$ cat config.mk
export PLATFORM = sky130hd
export DESIGN_NAME = mem_arbiter_flat
export DESIGN_NICKNAME = d
export VERILOG_FILES = /design/src/rtl/mem_arbiter_if.sv /design/src/rtl/mem_arbiter.sv /design/src/flat_wrapper.sv
export SDC_FILE = /design/constraint.sdc
export NUM_CORES = 1
export LEC_CHECK = 0
export CAP_MARGIN = 30
export CORE_MARGIN = 2
export CORE_UTILIZATION = 29
export CTS_CLUSTER_SIZE = 28
export DETAILED_ROUTE_END_ITERATION = 7
export GPL_TIMING_DRIVEN = 0
export PLACE_DENSITY = 0.77
export REMOVE_ABC_BUFFERS = 1
export SYNTH_ARGS = -nofsm -noshare
export SYNTH_HDL_FRONTEND = slang
export SYNTH_SLANG_ARGS = --single-unit
$ cat constraint.sdc
create_clock -name clk -period 1.85 [get_ports clk]
set_clock_uncertainty 0.05 [all_clocks]
set_input_delay 0.2775 -clock clk [delete_from_list [all_inputs] [get_ports clk]]
set_output_delay 0.2775 -clock clk [all_outputs]
set_load 0.02 [all_outputs]
$ cat src/rtl/mem_arbiter_if.sv
// mem_arbiter_if -- bundle of all bus signals around the RAM arbiter.
//   host port : h_req, h_we, h_addr, h_wdata -> h_gnt, h_rvalid, h_rdata
//   core port : c_req, c_we, c_addr, c_wdata -> c_gnt, c_rvalid, c_rdata
//   lock      : h_lock (host asks for exclusive ownership) -> locked
//   RAM port  : mem_en, mem_we, mem_addr, mem_wdata -> mem_rdata (1-cycle read)
// slave  : arbiter side
// master : requesters plus RAM side (testbench / surrounding system)

interface mem_arbiter_if #(
    parameter int ADDR_BITS = 7,
    parameter int DATA_BITS = 8
);
    logic                 h_req;
    logic                 h_we;
    logic [ADDR_BITS-1:0] h_addr;
    logic [DATA_BITS-1:0] h_wdata;
    logic                 h_gnt;
    logic                 h_rvalid;
    logic [DATA_BITS-1:0] h_rdata;

    logic                 c_req;
    logic                 c_we;
    logic [ADDR_BITS-1:0] c_addr;
    logic [DATA_BITS-1:0] c_wdata;
    logic                 c_gnt;
    logic                 c_rvalid;
    logic [DATA_BITS-1:0] c_rdata;

    logic                 h_lock;
    logic                 locked;

    logic                 mem_en;
    logic                 mem_we;
    logic [ADDR_BITS-1:0] mem_addr;
    logic [DATA_BITS-1:0] mem_wdata;
    logic [DATA_BITS-1:0] mem_rdata;

    modport slave (
        input  h_req, h_we, h_addr, h_wdata,
        output h_gnt, h_rvalid, h_rdata,
        input  c_req, c_we, c_addr, c_wdata,
        output c_gnt, c_rvalid, c_rdata,
        input  h_lock,
        output locked,
        output mem_en, mem_we, mem_addr, mem_wdata,
        input  mem_rdata
    );

    modport master (
        output h_req, h_we, h_addr, h_wdata,
        input  h_gnt, h_rvalid, h_rdata,
        output c_req, c_we, c_addr, c_wdata,
        input  c_gnt, c_rvalid, c_rdata,
        output h_lock,
        input  locked,
        input  mem_en, mem_we, mem_addr, mem_wdata,
        output mem_rdata
    );
endinterface

$ cat src/rtl/mem_arbiter.sv
// mem_arbiter -- two-port (host loader / core) arbiter in front of a
// single-port RAM with one-cycle read latency.
//   clk   : rising-edge clock
//   rst_n : synchronous, active-low reset
//   bus   : mem_arbiter_if.slave (host port, core port, lock, RAM port)
// Grants are combinational from the current requests; ties are resolved
// round-robin, with a starvation override for the core. The host can take
// exclusive ownership through a lock sequence.
//
// state  | meaning
// OPEN   | normal round-robin arbitration between host and core
// DRAIN  | lock requested; core blocked, one cycle for in-flight core reads
// LOCKED | host owns the RAM exclusively, locked=1

module mem_arbiter #(
    parameter int ADDR_BITS = 7,
    parameter int DATA_BITS = 8
) (
    input  logic              clk,
    input  logic              rst_n,
    mem_arbiter_if.slave      bus
);

    typedef enum logic [1:0] {
        OPEN   = 2'd0,
        DRAIN  = 2'd1,
        LOCKED = 2'd2
    } lock_state_t;

    localparam logic [3:0] STARVE_LIMIT = 4'd8;
    localparam logic [3:0] STARVE_MAX   = 4'd15;

    lock_state_t state_q, state_d;
    logic        last_host_q;   // 1 when the host won the most recent grant
    logic [3:0]  starve_q;
    logic        h_pend_q, c_pend_q;
    logic        h_gnt, c_gnt;

    always_ff @(posedge clk) begin
        if (!rst_n) begin
            state_q     <= OPEN;
            last_host_q <= 1'b0;
            starve_q    <= 4'd0;
            h_pend_q    <= 1'b0;
            c_pend_q    <= 1'b0;
        end else begin
            state_q <= state_d;

            if (h_gnt)
                last_host_q <= 1'b1;
            else if (c_gnt)
                last_host_q <= 1'b0;
            // Leaving LOCKED: pretend the host won last so the core takes
            // the first tie after unlock.
            if (state_q == LOCKED && !bus.h_lock)
                last_host_q <= 1'b1;

            if (c_gnt || !bus.c_req)
                starve_q <= 4'd0;
            else if (starve_q != STARVE_MAX)
                starve_q <= starve_q + 4'd1;

            h_pend_q <= h_gnt && !bus.h_we;
            c_pend_q <= c_gnt && !bus.c_we;
        end
    end

    always_comb begin
        state_d = state_q;
        h_gnt   = 1'b0;
        c_gnt   = 1'b0;
        case (state_q)
            OPEN: begin
                if (bus.h_lock)
                    state_d = DRAIN;
                if (bus.h_req && bus.c_req) begin
                    if (starve_q >= STARVE_LIMIT || last_host_q)
                        c_gnt = 1'b1;
                    else
                        h_gnt = 1'b1;
                end else begin
                    h_gnt = bus.h_req;
                    c_gnt = bus.c_req;
                end
            end
            DRAIN: begin
                state_d = bus.h_lock ? LOCKED : OPEN;
                h_gnt   = bus.h_req;
            end
            LOCKED: begin
                if (!bus.h_lock)
                    state_d = OPEN;
                h_gnt = bus.h_req;
            end
            default: state_d = OPEN;
        endcase
        // Outputs must be quiet for the whole reset window, not just after
        // the first reset edge.
        if (!rst_n) begin
            h_gnt = 1'b0;
            c_gnt = 1'b0;
        end
    end

    always_comb begin
        bus.mem_en    = h_gnt || c_gnt;
        bus.mem_we    = 1'b0;
        bus.mem_addr  = {ADDR_BITS{1'b0}};
        bus.mem_wdata = {DATA_BITS{1'b0}};
        if (h_gnt) begin
            bus.mem_we    = bus.h_we;
            bus.mem_addr  = bus.h_addr;
            bus.mem_wdata = bus.h_wdata;
        end else if (c_gnt) begin
            bus.mem_we    = bus.c_we;
            bus.mem_addr  = bus.c_addr;
            bus.mem_wdata = bus.c_wdata;
        end
    end

    assign bus.h_gnt    = h_gnt;
    assign bus.c_gnt    = c_gnt;
    assign bus.h_rvalid = h_pend_q && rst_n;
    assign bus.c_rvalid = c_pend_q && rst_n;
    assign bus.h_rdata  = bus.h_rvalid ? bus.mem_rdata : {DATA_BITS{1'b0}};
    assign bus.c_rdata  = bus.c_rvalid ? bus.mem_rdata : {DATA_BITS{1'b0}};
    assign bus.locked   = (state_q == LOCKED) && rst_n;

endmodule
$ cat src/flat_wrapper.sv
// flat-port wrapper written by rule: the top's interface ports become plain ports
module mem_arbiter_flat 
#(
    parameter int ADDR_BITS = 7,
    parameter int DATA_BITS = 8
)
  (clk, rst_n, bus_h_req, bus_h_we, bus_h_addr, bus_h_wdata, bus_h_gnt, bus_h_rvalid, bus_h_rdata, bus_c_req, bus_c_we, bus_c_addr, bus_c_wdata, bus_c_gnt, bus_c_rvalid, bus_c_rdata, bus_h_lock, bus_locked, bus_mem_en, bus_mem_we, bus_mem_addr, bus_mem_wdata, bus_mem_rdata);
  mem_arbiter_if #(.ADDR_BITS(ADDR_BITS), .DATA_BITS(DATA_BITS)) bus_i ();
  input  logic clk;
  input  logic rst_n;
  input wire logic [$bits(bus_i.h_req)-1:0] bus_h_req;
  input wire logic [$bits(bus_i.h_we)-1:0] bus_h_we;
  input wire logic [$bits(bus_i.h_addr)-1:0] bus_h_addr;
  input wire logic [$bits(bus_i.h_wdata)-1:0] bus_h_wdata;
  output wire logic [$bits(bus_i.h_gnt)-1:0] bus_h_gnt;
  output wire logic [$bits(bus_i.h_rvalid)-1:0] bus_h_rvalid;
  output wire logic [$bits(bus_i.h_rdata)-1:0] bus_h_rdata;
  input wire logic [$bits(bus_i.c_req)-1:0] bus_c_req;
  input wire logic [$bits(bus_i.c_we)-1:0] bus_c_we;
  input wire logic [$bits(bus_i.c_addr)-1:0] bus_c_addr;
  input wire logic [$bits(bus_i.c_wdata)-1:0] bus_c_wdata;
  output wire logic [$bits(bus_i.c_gnt)-1:0] bus_c_gnt;
  output wire logic [$bits(bus_i.c_rvalid)-1:0] bus_c_rvalid;
  output wire logic [$bits(bus_i.c_rdata)-1:0] bus_c_rdata;
  input wire logic [$bits(bus_i.h_lock)-1:0] bus_h_lock;
  output wire logic [$bits(bus_i.locked)-1:0] bus_locked;
  output wire logic [$bits(bus_i.mem_en)-1:0] bus_mem_en;
  output wire logic [$bits(bus_i.mem_we)-1:0] bus_mem_we;
  output wire logic [$bits(bus_i.mem_addr)-1:0] bus_mem_addr;
  output wire logic [$bits(bus_i.mem_wdata)-1:0] bus_mem_wdata;
  input wire logic [$bits(bus_i.mem_rdata)-1:0] bus_mem_rdata;
  assign bus_i.h_req = bus_h_req;
  assign bus_i.h_we = bus_h_we;
  assign bus_i.h_addr = bus_h_addr;
  assign bus_i.h_wdata = bus_h_wdata;
  assign bus_h_gnt = bus_i.h_gnt;
  assign bus_h_rvalid = bus_i.h_rvalid;
  assign bus_h_rdata = bus_i.h_rdata;
  assign bus_i.c_req = bus_c_req;
  assign bus_i.c_we = bus_c_we;
  assign bus_i.c_addr = bus_c_addr;
  assign bus_i.c_wdata = bus_c_wdata;
  assign bus_c_gnt = bus_i.c_gnt;
  assign bus_c_rvalid = bus_i.c_rvalid;
  assign bus_c_rdata = bus_i.c_rdata;
  assign bus_i.h_lock = bus_h_lock;
  assign bus_locked = bus_i.locked;
  assign bus_mem_en = bus_i.mem_en;
  assign bus_mem_we = bus_i.mem_we;
  assign bus_mem_addr = bus_i.mem_addr;
  assign bus_mem_wdata = bus_i.mem_wdata;
  assign bus_i.mem_rdata = bus_mem_rdata;
  mem_arbiter #(.ADDR_BITS(ADDR_BITS), .DATA_BITS(DATA_BITS)) u_core (.clk(clk), .rst_n(rst_n), .bus(bus_i));
endmodule
======== Yosys cells after proc, flatten, opt, wreduce, memory -nomap -nowiden ========
Index checks and enable logic that the tools add are counted.
storage, ports and cells
  bits in registers ....................... 9
  bits of input ports ..................... 45
  output and inout bits ................... 38
  logic and storage cells ................. 55
cells by class
  reductions and logical operators ........ 19
  muxes and demuxes ....................... 23
  bitwise gates (word level) .............. 1
  eq/ne operators ......................... 5
  add/subtract/negate cells ............... 1
  $lt $le $gt $ge ......................... 1
operators with widths
  cell                                            number
  2-to-1 mux 8 bit                                4
  2-to-1 mux 7 bit                                2
  2-to-1 mux 1 bit                                12
  logical AND 1 bit                               7
  2-to-1 mux 2 bit                                3
  one-hot mux 2 bit (3 select lines)              1
  adder 4 x 1 -> 4 bit (second input constant)    1
  >= comparator 4 bit (second input constant)     1
  logical NOT 1 bit                               4
  inequality test 2 bit (second input constant)   2
  inequality test 4 bit (second input constant)   1
  OR reduction 2 bit                              2
  logical OR 1 bit                                3
  nonzero test 3 bit                              1
  == test 2 x 1 -> 1 bit (second input constant)  1
  == test 2 bit (second input constant)           1
  logical NOT 2 bit                               1
  one-hot mux 1 bit (2 select lines)              1
  AND reduction 2 bit                             1
  NOT 1 bit                                       1

======== Depth between registers and ports, before layout ========
Gate-level depths: netlist of the first run.
  depth in word-level cells ............... 9
  depth in mapped cells ................... 7
  mapped depth without buffers ............ 5

======== Least setup slack after synthesis of the first run ========
No wires, ideal clock.
  path kind ............................... reg-to-output
  start point ............................. register u_core.state_q[0]
  end point ............................... output bus_mem_wdata[1]
  data required time ...................... 1.522 ns
  path slack .............................. -0.176 ns
  stages on the path, launching flop included .. 7
  arrival ................................. 1.699 ns
  path buffers ............................ 1
  cell sequence ........................... dfxtp_1 > inv_1 > ha_1 > or2_2 > o311ai_1 > buf_2 > mux2_4
between the ends
  cells in the longest elaborated chain, start to end .. 5
  elaborated cells on any way between the ends .. 10
  classes of those cells .................. eq/ne (2); mux (6); reduce/logical (2)
RTL lines
  element                                                                 RTL line                               text
  from (decl)                                                             mem_arbiter.sv:33                      lock_state_t state_q, state_d;
  from (signal assigned)                                                  mem_arbiter.sv:47                      state_q <= state_d;
  == test 2 x 1 -> 1 bit, or another cell as far along                    mem_arbiter.sv:72                      case (state_q)
  OR reduction 2 bit (no line) or 2-to-1 mux 1 bit (tied branches)        --
  one-hot mux 1 bit (2 select lines) or 2-to-1 mux 1 bit (tied branches)  mem_arbiter.sv:72, mem_arbiter.sv:99
  2-to-1 mux 1 bit or 2-to-1 mux 8 bit (tied branches)                    mem_arbiter.sv:99, mem_arbiter.sv:114
  2-to-1 mux 8 bit (*)                                                    mem_arbiter.sv:110                     if (h_gnt) begin
  to (decl)                                                               flat_wrapper.sv:30                     output wire logic [$bits(bus_i.mem_wdata)-1:0] bus_mem_wdata;
Every way passes the cells marked *; elsewhere a longest branch is shown, timed or not.

======== Worst setup path after layout of the first run ========
  start point ............................. register u_core.state_q[1]
  end point ............................... output bus_mem_addr[5]
between the ends
  cells in the longest elaborated chain, start to end .. 5
  elaborated cells on any way between the ends .. 10
  classes of those cells .................. eq/ne (2); mux (6); reduce/logical (2)
RTL lines
  element                                                                 RTL line                               text
  == test 2 x 1 -> 1 bit, or another cell as far along                    mem_arbiter.sv:72
  OR reduction 2 bit (no line) or 2-to-1 mux 1 bit (tied branches)        --
  one-hot mux 1 bit (2 select lines) or 2-to-1 mux 1 bit (tied branches)  mem_arbiter.sv:72, mem_arbiter.sv:99
  2-to-1 mux 1 bit or 2-to-1 mux 7 bit (tied branches)                    mem_arbiter.sv:99, mem_arbiter.sv:114
  2-to-1 mux 7 bit (*)                                                    mem_arbiter.sv:110
  to (decl)                                                               flat_wrapper.sv:29                     output wire logic [$bits(bus_i.mem_addr)-1:0] bus_mem_addr;
Marked as above.

==> results of run 1 <==
power by group through the flow:
stage | logic, W | registers (W) | clock network (W)
after floorplan | 0.000197 | 0.000218 | 0
final | 0.000550 | 0.000221 | 0.000164
after global placement | 0.000395 | 0.000220 | 0
after CTS | 0.000511 | 0.000220 | 0.000164
after detailed placement | 0.000415 | 0.000222 | 0
after global routing | 0.000576 | 0.000223 | 0.000186
worst max-delay path: stages, from the launching register on:
cell and delay [ns]:
dfxtp_2 0.34, inv_2 0.06, ha_4 0.25, or2_4 0.23
o311ai_4 0.12, buf_6 0.21, mux2_4 0.31, buf_6 0.13
cells by family after synthesis:
group,after synthesis,synth area share (%)
flip-flops,9,18.4
multiplexers,18,23.6
XOR/XNOR,1,0.893
AND/OR/NAND/NOR,58,35.3
AO/OA/AOI/OAI,9,6.25
adder cells (fa/ha/maj),6,7.65
buffers and inverters,15,7.91
layout make-up:
class                   instances  area [µm²]
well taps                      46        57.6
multi-input cells              96         845
inverters                       7        26.3
fillers                       241        1120
clock inverters                 1        5.00
clock buffers                   3        22.5
flip-flops and latches          9         186
repair buffers                100        1020
metrics by stage:
| stage | instance area (µm²) | setup WS [ns] | hold WS [ns] | power, W |
|---|---|---|---|---|
| 2_1_floorplan | 930 | -1.60 | 0.300 | 0.000415 |
| 3_3_place_gp | 1810 | -2.78 | 0.497 | 0.000615 |
| 3_5_place_dp | 1840 | -1.21 | 0.519 | 0.000637 |
| 4_1_cts | 2080 | -0.392 | 0.505 | 0.000895 |
| 5_1_grt | 2170 | -0.456 | 0.399 | 0.000985 |
| 6_report | 2170 | -0.411 | 0.393 | 0.000936 |
flip-flops by register name (all words and copies together) (netlist names):
name	count
u_core.last_host_q	1
u_core.c_pend_q	1
u_core.starve_q	4
u_core.state_q	2
u_core.h_pend_q	1
worst paths after layout:
path                              to  slack [ns]
hold reg to reg   u_core.starve_q[1]        0.52
setup reg to reg  u_core.last_host_q        0.36
hold / removal     u_core.state_q[1]        0.39
setup / recovery     bus_mem_addr[5]       -0.41
metal layers:
metal  global-route usage [%]  up-vias
li1                         -      617
met4                     3.61        0
met1                     20.9      626
met2                     40.6       50
met5                        0        -
met3                     5.07        4
synth_stat cells (all sizes together):
cell type	n
a21oi	1
a31oi	1
and3b	1
inv	7
nor3	1
o311ai	1
a22oi	1
xnor2	1
ha	6
nor3b	1
a21o	1
buf	5
mux2	17
dfxtp	9
clkbuf	3
and3	33
nor2b	4
nand2	4
o21ai	2
mux2i	1
a21boi	1
nand3	2
nor2	6
a2bb2oi	1
or2	1
or3b	1
and2	3
nand3b	1
repair_timing:
action,CTS,global route
setup endpoints to repair,39,37
gates resized for setup,150,23
buffers inserted,9,7
gates cloned,5,0
pin swaps,2,2
==> flow_metrics.tcl, run 1 <==
set metrics [dict create \
    maxCapViolations 0 \
    crit_fanout 7 \
    hold_viol 0 \
    gp_congestion 0.859 \
    drt_wl_total_mm 4.25 \
    powerDensity_nw_per_um2 432 \
    reg2reg_from "u_core.state_q[1]" \
    finalMaxSlewViolations 0 \
    start_util_pct 29.9 \
    switching_share_pct 34.3 \
    seqPwrFrac_pct 23.6 \
    synth_seq_area_share_pct 18.4 \
    fin_cells 262 \
    dr_wl_met3_um 225 \
    avgViaCountPerCell 4.95 \
    ant_nets 0 \
    start_kind "flip-flop" \
    clk_pin_slew_ns 0.07 \
    cts.htree.levels 1 \
    synth.avg_cell_area_um2 8.46 \
    comb_power_share_pct 58.8 \
    setup_tns_ns -6.94 \
    portBuffers 82 \
    met2_length_mm 2.37 \
    die_h_um 62.2 \
    cts_tree "done" \
    rsz0062_at_grt "yes" \
    antenna_cells 0 \
    cts_max_path_buffers 2 \
    num_vias 1297 \
    coreArea_um2 3280 \
    worst_ep_required_time_ns 1.52 \
    grt.overflow.total 0 \
    crit_arrival_ns 1.93 \
    ys_types 31 \
    dr.pass1.iters 7 \
    area_growth_syn_to_layout_pct 121 \
    crit_start "u_core.state_q[1]" \
    rows 21 \
    worst_slack_ns -0.411 \
    dr.first_iter.drc_count 58 \
    outcome "finished with violations" \
    grt_pass1_wl_mm 6.32 \
    synth_area_um2 981 \
    synth_top_area_cell "and3_1" \
    vdd_ir_drop_max_v 0.000336 \
    numCtsBuffers 3 \
    crit_type "flip-flop to output pin" \
    ys_warn_count 0 \
    layout_common_cells "47 x clkdlybuf4s50_1, 32 x and3_1, 27 x buf_6" \
    drcViolationCount 0 \
    violations "negative setup slack" \
    holdBufCountCts 0 \
    post-place-cells 237 \
    ios 83 \
    drt-wirelength-per-cell_um 16.2 \
    grt_pass1_vias 1309 \
    cts-root-buf "clkbuf_4" \
    min-delay-start "rst_n" \
    synth.area.top_cells "and3_1 21%, dfxtp_1 18%, mux2_4 12%, mux2_2 10%, ha_1 7.7%" \
    dieArea_um2 3860 \
    yosysTopAreaCellShare_pct 21.0 \
    hpwlAfterDp_mm 2.70 \
    p_leak_nw 1.28 \
    final-setup-viol-count 18 \
    grt_max_degree 28 \
    slew_headroom_pct 75.1 \
    reg2reg_depth 7 \
    drive_gt1_share_pct 38.4 \
    cts_sinks 9 \
    die_width_um 62.2 \
    fin_crit_ns 2.26 \
    routed.top_layer "met4" \
    track_usage_pct 20.2 \
    final_core_util_pct 65.9 \
    layout_commonest_cell "clkdlybuf4s50_1" \
    antenna_found_initial 0 \
    tightest_slew_ns 0.373 \
    switchingPower_w 0.000321 \
    min_path_cells 2 \
    internal_power_w 0.000615 \
    power_frac_clock_pct 17.6 \
    hold_path_class "primary input to flip-flop" \
    end_kind "output pin" \
    period_share_pct 122 \
    clkLatencyLatePin_ns 0.27 \
    fin_nets 268 \
    synth-seq-cells 9 \
    synth_cells 116 \
    met1Wirelength_mm 1.61 \
    max_freq_mhz 442 \
]
Note: power is estimated with default switching activity, not from simulation.
==> run 2: changes to the inputs <==
CORE_MARGIN = 4   (was 2)
RECOVER_POWER = 100   (was unset)
REMOVE_ABC_BUFFERS = unset   (was 1)
==> flow_metrics.tcl, run 2 (same netlist as run 1, synthesis figures left out) <==
set metrics [dict create \
    outcome "finished with violations" \
    violations "negative setup slack" \
    gp_congestion 0.755 \
    cts-root-buf "clkbuf_4" \
    crit_arrival_ns 1.92 \
    reg2reg_depth 5 \
    antenna_cells 0 \
    clkLatencyLatePin_ns 0.26 \
    ant_nets 0 \
    min_path_cells 4 \
    hold_viol 0 \
    ff2ff_setup_slack_ns 0.21 \
    layout_common_cells "41 x clkdlybuf4s50_1, 32 x and3_1, 24 x buf_6" \
    holdWs_ns 0.418 \
    die_h_um 66.2 \
    hpwlAfterDp_mm 2.95 \
    cts_sinks 9 \
    crit_slowest_cell "or3b_4" \
    dieArea_um2 4380 \
    largest_reg_flops 4 \
    max_freq_mhz 444 \
    top_register "u_core.starve_q" \
    maxCapViolations 0 \
    crit_type "flip-flop to output pin" \
    fin_nets 266 \
    end_kind "output pin" \
    dr.first_iter.drc_count 54 \
    final_core_util_pct 65.8 \
    crit_end "bus_mem_wdata[1]" \
    fin_crit_ns 2.25 \
    p_leak_nw 1.14 \
    reg_top3 "u_core.starve_q: 4 flops, u_core.state_q: 2 flops" \
    grt_max_degree 11 \
    grt_pass1_wl_mm 6.04 \
    final-setup-viol-count 19 \
    grt.overflow.total 0 \
    die_width_um 66.2 \
    drt_wl_total_mm 3.93 \
    hold_path_class "primary input to flip-flop" \
    ios 83 \
    path_buf_inv 3 \
    cp.depth 6 \
    crit_fanout 10 \
    cts.htree.levels 1 \
    dr.pass1.iters 4 \
    vdd_ir_drop_max_v 0.000308 \
    drt-wirelength-per-cell_um 15.2 \
    track_usage_pct 17.6 \
    slew_headroom_pct 77.0 \
    cts_tree "done" \
    tightest_slew_ns 0.344 \
    reg2reg_from "u_core.starve_q[3]" \
    finalMaxSlewViolations 0 \
    cts_max_path_buffers 2 \
    path_cells "or3b_4 > clkbuf_1 > buf_8 > and3_1 > mux2_4 > buf_6" \
    crit_start "u_core.starve_q[3]" \
    num_vias 1187 \
    avgViaCountPerCell 4.60 \
    numCtsBuffers 3 \
    worst_ep_required_time_ns 1.52 \
    antenna_found_initial 0 \
    rows 20 \
    worst_slack_ns -0.402 \
    rr_endpoint "u_core.starve_q[3]" \
    clk_pin_slew_ns 0.06 \
    coreArea_um2 3150 \
    crit_family "simple AND/OR/NAND/NOR gates" \
    holdBufCountCts 0 \
    drcViolationCount 0 \
    grt_pass1_vias 1232 \
    cpPeakStageDelay_ns 0.37 \
    drive_gt1_share_pct 35.0 \
    start_kind "flip-flop" \
    portBuffers 82 \
    start_util_pct 31.1 \
    rsz0062_at_grt "yes" \
    synth_fp_nets 167 \
    layout_commonest_cell "clkdlybuf4s50_1" \
    powerDensity_nw_per_um2 431 \
    finalPower_w 0.000893 \
    period_share_pct 122 \
    area_growth_syn_to_layout_pct 111 \
]
run 2: where the power goes:
group,switching [W],internal (W),total [W]
sequential,0.0000130,0.000206,0.000219
clock,0.0000711,0.0000832,0.000154
combinational,0.000210,0.000310,0.000520
run 2: metrics by stage:
stage          setup TNS (ns)  cells  instance area [µm²]  worst slack, ns
2_1_floorplan               0    116                 1060           0.0343
6_report                -6.56    258                 2070           -0.402
5_1_grt                 -7.87    258                 2070           -0.460
3_3_place_gp           -21.89    242                 1930           -0.887
3_5_place_dp           -23.33    242                 1930           -0.935
4_1_cts                 -6.52    255                 2050           -0.389
run 2: layer usage:
layer	share of wire (%)	global-route usage, %	routed length (µm)	vias up
met5	0	0	0	-
met4	0.20	1.52	8	0
met3	8.9	4.25	349	2
met2	51	34.2	2020	43
met1	40	19.8	1550	537
li1	-	-	-	605
run 2: worst min path at each step:
stage               slack, ns         startpoint            endpoint
floorplan                0.30           bus_c_we     u_core.c_pend_q
global placement         0.49  u_core.state_q[1]   u_core.state_q[1]
detailed placement       0.52  u_core.state_q[1]   u_core.state_q[1]
CTS                      0.52           bus_c_we     u_core.c_pend_q
global route             0.46          bus_c_req  u_core.last_host_q
finish                   0.42          bus_c_req  u_core.last_host_q
run 2: tightest hold or removal path, cell delays in order:
cell,delay (ns)
dlymetal6s2s_1,0.13
a21boi_0,0.10
o21ai_0,0.13
nand2_1,0.05
run 2: layout make-up:
cell class	count	area [µm²]
fill	278	1080
timing repair buffer	94	902
multi-input combinational	92	796
sequential	9	190
buffer	8	77.6
tap	44	55.1
clock buffer	4	26.3
inverter	7	26.3
run 2: what timing repair did:
| item | in CTS | in global routing |
|---|---|---|
| endpoints found under the setup margin | 38 | 22 |
| resized for setup | 146 | 15 |
| gates cloned | 2 | 0 |
| setup buffers | 7 | 3 |
| pin swaps | 2 | 1 |
==> run 3: changes to the inputs <==
CORE_UTILIZATION = 32   (was 29)
PLACE_DENSITY = 0.81   (was 0.77)
clock period = 2.5 ns   (was 1.85 ns; I/O delays follow)
==> flow_metrics.tcl, run 3 (same netlist as run 1, synthesis figures left out) <==
set metrics [dict create \
    antenna_cells 0 \
    cts-root-buf "clkbuf_4" \
    outcome "complete, no violations" \
    largest_reg_flops 4 \
    nFillCells 202 \
    end_kind "output pin" \
    use_met1_pct 23.8 \
    max_freq_mhz 402 \
    pre_cts_ws_ns -0.454 \
    busiest_layer "met2" \
    reg_top3 "u_core.starve_q: 4 flops, u_core.state_q: 2 flops" \
    fin_nets 268 \
    track_usage_pct 20.6 \
    grt_pass1_vias 1257 \
    cts_tree "done" \
    die_width_um 63.4 \
    use_met2_pct 37.4 \
    grt_max_degree 11 \
    powerDensity_nw_per_um2 320 \
    fin_crit_ns 2.49 \
    p_leak_nw 1.12 \
    layout_common_cells "43 x clkdlybuf4s50_1, 33 x and3_1, 24 x buf_6" \
    avgViaCountPerCell 5.24 \
    dr.first_iter.drc_count 77 \
    hold_viol 0 \
    dr.pass1.iters 4 \
    cts.htree.levels 1 \
    vdd_ir_drop_max_v 0.000332 \
    hpwlAfterDp_mm 3.12 \
    layout_commonest_cell "clkdlybuf4s50_1" \
    cts_sinks 9 \
    drt-wirelength-per-cell_um 17.8 \
    drive_gt1_share_pct 30.6 \
    final-setup-viol-count 0 \
    synth_fp_nets 167 \
    hold_path_class "flip-flop to flip-flop" \
    coreArea_um2 2850 \
    drcViolationCount 0 \
    holdBufCountCts 0 \
    rsz0062_at_grt "yes" \
    top_register "u_core.starve_q" \
    portBuffers 82 \
    crit_type "primary input to output pin" \
    area_growth_syn_to_layout_pct 111 \
    tightest_slew_ns 0.329 \
    crit_fanout 10 \
    worst_ep_required_time_ns 2.08 \
    maxCapViolations 0 \
    crit_arrival_ns 2.06 \
    antenna_found_initial 0 \
    drt_wl_total_mm 4.39 \
    cts_max_path_buffers 2 \
    grt.overflow.total 0 \
    slew_headroom_pct 78.1 \
    die_h_um 63.4 \
    worst_slack_ns 0.0119 \
    post_dp_cell_area_um2 1840 \
    dieArea_um2 4020 \
    gp_congestion 0.767 \
    num_vias 1295 \
    clkLatencyLatePin_ns 0.27 \
    grt_pass1_wl_mm 6.62 \
    clk_pin_slew_ns 0.07 \
    grtUsageMet3_pct 7.46 \
    ant_nets 0 \
    finalInstanceArea_um2 2070 \
    rows 19 \
    finalMaxSlewViolations 0 \
    period_share_pct 99.5 \
    start_util_pct 34.4 \
    final_core_util_pct 72.6 \
    numCtsBuffers 3 \
    start_kind "primary input" \
    ios 83 \
]
## run 3: cell count changes in the layout (fill, tap and decap cells not counted), moves of 3 or more
cell / before / now
mux2_4: 16 / 13
dlygate4sd2_1: 18 / 5
mux2_2: 1 / 4
dfxtp_1: 3 / 7
dlygate4sd3_1: 0 / 18
dfxtp_2: 5 / 2
## run 3: where the power goes
group | internal (W) | total (W) | switching, W
logic | 0.000223 | 0.000381 | 0.000157
clock network | 0.0000593 | 0.000120 | 0.0000602
registers | 0.000152 | 0.000162 | 0.00000959
## run 3: layer usage
| layer | wire length (µm) | vias to the layer above | part of all wire (%) |
|---|---|---|---|
| li1 | - | 613 | - |
| met1 | 1830 | 623 | 42 |
| met3 | 364 | 0 | 8.3 |
| met4 | 0 | 0 | 0 |
| met2 | 2190 | 59 | 50 |
| met5 | 0 | - | 0 |
## run 3: final timing paths
path                            from                 end  slack, ns  depth (start not counted)
hold reg to reg   u_core.starve_q[1]  u_core.starve_q[1]       0.53                          2
setup reg to reg   u_core.state_q[1]  u_core.last_host_q       0.89                          8
hold / removal    u_core.starve_q[1]  u_core.starve_q[1]       0.53                          2
setup / recovery           bus_h_req    bus_mem_wdata[5]       0.01                          7
## run 3: per-stage QoR
stage / setup TNS [ns] / instances / total power (W) / hold WS [ns]
2_1_floorplan: 0 / 116 / 0.000319 / 0.397
3_3_place_gp: -6.85 / 229 / 0.000468 / 0.498
3_5_place_dp: -7.65 / 229 / 0.000474 / 0.526
4_1_cts: -0.0252 / 243 / 0.000620 / 0.538
5_1_grt: -0.217 / 247 / 0.000698 / 0.591
6_report: 0 / 247 / 0.000662 / 0.526
## run 3: what timing repair did
item / in CTS / in global routing
gates resized for setup: 94 / 34
pin swaps: 1 / 2
gates cloned: 2 / 0
hold endpoints to repair: 0 / 0
setup buffers: 8 / 5
endpoints found under the setup margin: 25 / 16
## run 3: area by class of cell
| cell class | instances | area, µm² | area share (%) |
|---|---|---|---|
| flip-flops and latches | 9 | 183 | 8.82 |
| clock inverters | 1 | 5.00 | 0.242 |
| clock buffers | 3 | 22.5 | 1.09 |
| inverters | 7 | 26.3 | 1.27 |
| well taps | 31 | 38.8 | 1.87 |
| repair buffers | 96 | 950 | 45.9 |
| plain buffers | 8 | 62.6 | 3.02 |
| multi-input cells | 92 | 783 | 37.8 |
## run 3: critical path: stages
cell and delay, ns:
clkdlybuf4s50_1 0.48, or3b_1 0.36, buf_6 0.14, buf_6 0.13, and3_1 0.17, mux2_4 0.27, buf_6 0.13
